**src/rtl/serial_rx_ctrl.sv**
```systemverilog
// Receive-side frame controller: rebuilds big-endian 16-bit words from UART bytes,
// checks the trailing CRC-16/MODBUS and reports how each frame ended.
module serial_rx_ctrl #(
    parameter logic [7:0]  n_word         = 8'h01,
    parameter logic [15:0] timeout_cycles = 16'd50000
) (
    input  logic        clk,
    input  logic        reset,
    input  logic [7:0]  byte_in,
    input  logic        rx_done,
    input  logic        rx_err,
    output logic [15:0] data_out,
    output logic [7:0]  data_select,
    output logic        data_wr,
    output logic        frame_ok,
    output logic        crc_err,
    output logic        frame_err,
    output logic        timeout_err,
    output logic        busy
);

    typedef enum logic [2:0] {
        IDLE,
        RX_HI,
        RX_LO,
        CRC_HI,
        CRC_LO
    } state_t;

    // Index of the final data word; n_word of 0 wraps to 255, giving 256 words.
    localparam logic [7:0] LAST_IDX = n_word - 8'd1;

    state_t      state_q;
    logic        pre_done_q;
    logic [15:0] crc_q;
    logic [7:0]  hi_q;
    logic [7:0]  crc_hi_q;
    logic [7:0]  index_q;
    logic [15:0] tmo_q;
    logic [15:0] data_out_q;
    logic [7:0]  data_select_q;
    logic        data_wr_q;
    logic        frame_ok_q;
    logic        crc_err_q;
    logic        frame_err_q;
    logic        timeout_err_q;
    logic        busy_q;

    logic        byte_ev;
    logic        tmo_hit;
    logic [15:0] crc_d;

    function automatic logic [15:0] crc16_byte(input logic [15:0] crc_in, input logic [7:0] data);
        logic [15:0] c;
        c = crc_in ^ {8'h00, data};
        for (int i = 0; i < 8; i++) begin
            c = c[0] ? ((c >> 1) ^ 16'hA001) : (c >> 1);
        end
        return c;
    endfunction

    assign byte_ev = rx_done & ~pre_done_q;
    assign tmo_hit = ({1'b0, tmo_q} + 17'd1) == {1'b0, timeout_cycles};
    assign crc_d   = crc16_byte(crc_q, byte_in);

    always_ff @(posedge clk or negedge reset) begin
        if (!reset) begin
            state_q       <= IDLE;
            pre_done_q    <= 1'b1;
            crc_q         <= 16'hFFFF;
            hi_q          <= 8'h00;
            crc_hi_q      <= 8'h00;
            index_q       <= 8'h00;
            tmo_q         <= 16'h0000;
            data_out_q    <= 16'h0000;
            data_select_q <= 8'h00;
            data_wr_q     <= 1'b0;
            frame_ok_q    <= 1'b0;
            crc_err_q     <= 1'b0;
            frame_err_q   <= 1'b0;
            timeout_err_q <= 1'b0;
            busy_q        <= 1'b0;
        end else begin
            pre_done_q    <= rx_done;
            data_wr_q     <= 1'b0;
            frame_ok_q    <= 1'b0;
            crc_err_q     <= 1'b0;
            frame_err_q   <= 1'b0;
            timeout_err_q <= 1'b0;

            if (state_q == IDLE) begin
                tmo_q <= 16'h0000;
                // An rx_err in IDLE suppresses a frame start in the same cycle.
                if (byte_ev && !rx_err) begin
                    hi_q    <= byte_in;
                    crc_q   <= crc_d;
                    index_q <= 8'h00;
                    state_q <= RX_LO;
                    busy_q  <= 1'b1;
                end
            end else if (rx_err) begin
                frame_err_q <= 1'b1;
                state_q     <= IDLE;
                busy_q      <= 1'b0;
                crc_q       <= 16'hFFFF;
                tmo_q       <= 16'h0000;
            end else if (byte_ev) begin
                tmo_q <= 16'h0000;
                case (state_q)
                    RX_HI: begin
                        hi_q    <= byte_in;
                        crc_q   <= crc_d;
                        state_q <= RX_LO;
                    end
                    RX_LO: begin
                        data_out_q    <= {hi_q, byte_in};
                        data_select_q <= index_q;
                        data_wr_q     <= 1'b1;
                        crc_q         <= crc_d;
                        if (index_q == LAST_IDX) begin
                            state_q <= CRC_HI;
                        end else begin
                            index_q <= index_q + 8'd1;
                            state_q <= RX_HI;
                        end
                    end
                    CRC_HI: begin
                        crc_hi_q <= byte_in;
                        state_q  <= CRC_LO;
                    end
                    CRC_LO: begin
                        if ({crc_hi_q, byte_in} == crc_q) begin
                            frame_ok_q <= 1'b1;
                        end else begin
                            crc_err_q <= 1'b1;
                        end
                        state_q <= IDLE;
                        busy_q  <= 1'b0;
                        crc_q   <= 16'hFFFF;
                    end
                    default: begin
                        state_q <= IDLE;
                        busy_q  <= 1'b0;
                        crc_q   <= 16'hFFFF;
                    end
                endcase
            end else if (tmo_hit) begin
                timeout_err_q <= 1'b1;
                state_q       <= IDLE;
                busy_q        <= 1'b0;
                crc_q         <= 16'hFFFF;
                tmo_q         <= 16'h0000;
            end else begin
                tmo_q <= tmo_q + 16'd1;
            end
        end
    end

    assign data_out    = data_out_q;
    assign data_select = data_select_q;
    assign data_wr     = data_wr_q;
    assign frame_ok    = frame_ok_q;
    assign crc_err     = crc_err_q;
    assign frame_err   = frame_err_q;
    assign timeout_err = timeout_err_q;
    assign busy        = busy_q;

endmodule
```
**config.mk**
```make
export PLATFORM = sky130hd
export DESIGN_NAME = serial_rx_ctrl
export DESIGN_NICKNAME = d
export VERILOG_FILES = /design/src/rtl/serial_rx_ctrl.sv
export SDC_FILE = /design/constraint.sdc
export NUM_CORES = 1
export LEC_CHECK = 0
export CAP_MARGIN = 20
export CORE_ASPECT_RATIO = 1.25
export CORE_MARGIN = 2
export CORE_UTILIZATION = 30
export DETAILED_ROUTE_END_ITERATION = 16
export SETUP_SLACK_MARGIN = 0.02
export SYNTH_ARGS = -nofsm -noshare
export SYNTH_HDL_FRONTEND = slang
export SYNTH_SLANG_ARGS = --single-unit
export TNS_END_PERCENT = 20
```
**constraint.sdc**
```tcl
create_clock -name clk -period 3 [get_ports clk]
set_input_delay 0.6 -clock clk [delete_from_list [all_inputs] [get_ports clk]]
set_output_delay 0.6 -clock clk [all_outputs]
set_load 0.03 [all_outputs]
```
==> run_results.csv <==
group,metric,value,unit
outcome,status,"finished, final reports clean",
floorplan,initial_core_util,30.5,%
yosys,synth_nets,446,
yosys,synth_top_area_share,42.2,%
yosys,ys_ff_latch,90,
floorplan,dieArea,15400,sq um
yosys,synth_top_family_by_area,"simple AND/OR/NAND/NOR gates",
yosys,synth-edff-count,0,
clock_network,clk_latency,0.34,ns
yosys,synth_mux_area_share,7.71,%
critical_path,cp_num_buf_inv,2,
yosys,ys_async_sr_fraction,100,%
drt,vias_per_cell,4.71,
critical_path,crit_arrival,2.97,ns
yosys,synth_cell_types,47,
grt,grt_max_degree,47,
layout,final_common_cell,"nand2_1",
placed_design,dpl.hpwl,6.71,mm
critical_path,cp_slowest_cell,"dfrtp_1",
timing,tightestPinTransition,0.757,ns
yosys,syn_area,4330,sq um
timing,clock_skew,0.0116,ns
floorplan,placementRows,49,
yosys,yosysTopAreaCell,"dfrtp_1",
critical_path,crit_chain,"ha_2, and4_1, nand3_1, mux2_2, o2111ai_1, o41ai_4, buf_4, buf_4, mux2i_1",
clock_network,htree_levels,3,
clock_network,cts.sinks,90,
drt,dr_total_vias,3129,
layout,area_growth,23.5,%
drt,drc,0,
timing,drv_slew,0,
timing,min_period,2.71,ns
yosys,synthAdderAreaFrac,1.73,%
yosys,synth_compound_area_share,4.33,%
critical_path,timing.rr.end,"crc_q[9]$_DFFE_PN1P_",
layout,nets,500,
layout,diodes,0,
grt,grt.overflow.total,0,
clock_network,clockBufferDepth,2,
timing,max_freq,0.369,GHz
drt,drtIter0Drc,112,
yosys,synthSimpleGateAreaFrac,20.3,%
critical_path,cp-endpoint,"crc_q[9]$_DFFE_PN1P_",
critical_path,r2r_cells,9,
timing,setup_tns,0,ns
clock_network,cts-root-buf,"clkbuf_16",
timing,fin_crit_sh,90.2,%
power_and_ir_drop,p_comb_share,31.3,%
grt,grt_pass1_vias,3199,
yosys,seq_area_frac_synth,52.5,%
clock_network,cts_hold_repair.buffers,0,
floorplan,die_w,111,um
timing,hold_viol_final,0,
power_and_ir_drop,intPower,0.00287,W
power_and_ir_drop,p_seq_share,39.5,%
critical_path,critical-path-top-delay-family,"compound AO/OA/AOI/OAI gates",
floorplan,pin_count,42,
grt,gr-usage-all-layers,12.5,%
power_and_ir_drop,p_leak,2.38,nW
timing,finalSetupViolCount,0,
critical_path,reg2reg_setup_slack,0.29,ns
floorplan,die_y,138,um
power_and_ir_drop,clockPowerShare,29.2,%
critical_path,criticalPathCategory,"reg2reg",
yosys,synth_area_leaders,"dfrtp_1 (42%), dfstp_2 (10%), nand2_1 (8.1%)",
critical_path,r2r-start,"tmo_q[0]$_DFF_PN0_",
floorplan,core_area,14200,sq um
clock_network,cts_setup_buffers,0,
placed_design,gp_congestion,0.878,
placed_design,numPortBuffers,41,
power_and_ir_drop,power_density,775,nW/um^2
timing,timing.hold.ws,0.260,ns
layout,final_cell_mix,"nand2_1 (94), dfrtp_1 (73), nor2_1 (42)",
critical_path,crit_top_cell,"buf_4",
critical_path,worstSetupStartpoint,"tmo_q[0]$_DFF_PN0_",
timing,slew_headroom,49.3,%
yosys,synth.avg_cell_area,10.1,sq um
drt,wl_per_cell,13.7,um
timing,rsz0062_at_grt,"false",
grt,antenna_found_initial,0,
grt,grt_pass1_wl,15.7,mm
flow_run,cap_violations,0,
min_path,hold_class,"in2async",
clock_network,cts_tree,"done",
critical_path,path_max_fanout,9,
critical_path,end_kind,"flip-flop",
drt,drt-total-wl,9.14,mm
layout,drive_gt1_share,15.8,%
clock_network,cts.clk_slew.worst_paths,0.07,ns
yosys,yosysWarnings,0,
power_and_ir_drop,max-vdd-ir-drop,380,uV
yosys,synth_xor_area_share,10.1,%
critical_path,startpoint_type,"flip-flop",
power_and_ir_drop,swShare,30.7,%
yosys,synth_ff_type,"dfrtp_1",
drt,drtPass1Iterations,4,
critical_path,cp.required,3.26,ns
drt,ant_nets,0,
critical_path,crit_cells,9,
power_and_ir_drop,netSwitchingPower,0.00127,W
critical_path,cp_slowest_stage_delay,0.43,ns
clock_network,cts_made_buffers,9,
yosys,synth_cells,428,
[registers in the layout, indices dropped and copies added, names as in the netlist, 3 cells and up]
register / cells
index_q: 8
hi_q: 8
crc_q: 16
crc_hi_q: 8
tmo_q: 16
data_select: 8
data_out: 16
state_q: 3
[per-layer routing]
| layer | GRT usage (%) | wire, um | part of all wire, % |
|---|---|---|---|
| met5 | 0 | 0 | 0 |
| met1 | 15.8 | 4100 | 45 |
| met2 | 20.7 | 4520 | 49 |
| met3 | 2.89 | 295 | 3.2 |
| met4 | 4.87 | 223 | 2.4 |
[timing repair]
item | CTS | global route
hold endpoints to repair | 0 | 0
endpoints found under the setup margin | 0 | 9
resized for setup | 0 | 1
[stage by stage]
| stage | power (W) | instance area [sq um] | worst slack, ns | util, % | instances |
|---|---|---|---|---|---|
| 6_report | 0.00414 | 5350 | 0.293 | 37.6 | 665 |
| 3_5_place_dp | 0.00296 | 5030 | 0.213 | 35.4 | 649 |
| 5_1_grt | 0.00438 | 5350 | 0.0513 | 37.6 | 665 |
| 4_1_cts | 0.00419 | 5350 | 0.209 | 37.6 | 665 |
| 3_3_place_gp | 0.00292 | 5030 | 0.304 | 35.4 | 649 |
| 2_1_floorplan | 0.00258 | 4330 | 0.401 | - | 428 |
[worst register-to-register path: stages, from the launching register on]
cell	delay (ns)
dfrtp_1	0.43
ha_2	0.30
and4_1	0.30
nand3_1	0.17
mux2_2	0.26
o2111ai_1	0.19
o41ai_4	0.32
buf_4	0.22
buf_4	0.22
mux2i_1	0.23
[power by group through the flow]
stage	logic [W]	clock network [W]	registers, W
6_report	0.00130	0.00121	0.00164
5_1_grt	0.00144	0.00128	0.00166
4_1_cts	0.00131	0.00123	0.00164
3_5_place_dp	0.00130	0	0.00166
3_3_place_gp	0.00126	0	0.00165
2_1_floorplan	0.000862	0	0.00172
[synthesized netlist by cell type, drive strengths merged, types with 8 or more instances]
cell,instances
mux2i,12
xor2,11
nor3,9
mux2,19
inv,20
dfrtp,73
nor2,42
nand3,13
dfstp,17
xnor2,34
clkbuf,8
nand2,95
o21ai,11
[cells by family (layout without fill, tap and decap cells)]
family          count (synthesis)  after routing
compound gates                 25             25
xor+xnor                       47             47
fa+ha+maj                       6              6
buf+inv                        34             93
flops                          90             90
mux                            31             31
simple gates                  195            195
[cell type report]
type | count | area (sq um)
clock buffer | 11 | 233
clock inverter | 5 | 85.1
fill | 1423 | 8870
inverter | 20 | 75.1
multi-input combinational | 304 | 1920
sequential | 90 | 2270
tap | 178 | 223
timing repair buffer | 57 | 541
[worst min-delay path by stage]
stage,endpoint,cells past startpoint,slack [ns],from
after floorplan,busy$_DFFE_PN0P_,0,0.30,reset
after global placement,data_out[15]$_DFFE_PN0P_,2,0.45,hi_q[7]$_DFFE_PN0P_
after detailed placement,data_out[5]$_DFFE_PN0P_,2,0.46,data_out[5]$_DFFE_PN0P_
after CTS,tmo_q[5]$_DFF_PN0_,1,0.29,reset
after global routing,tmo_q[6]$_DFF_PN0_,1,0.31,reset
final,tmo_q[5]$_DFF_PN0_,1,0.26,reset
(Power assumes the default switching activity.)
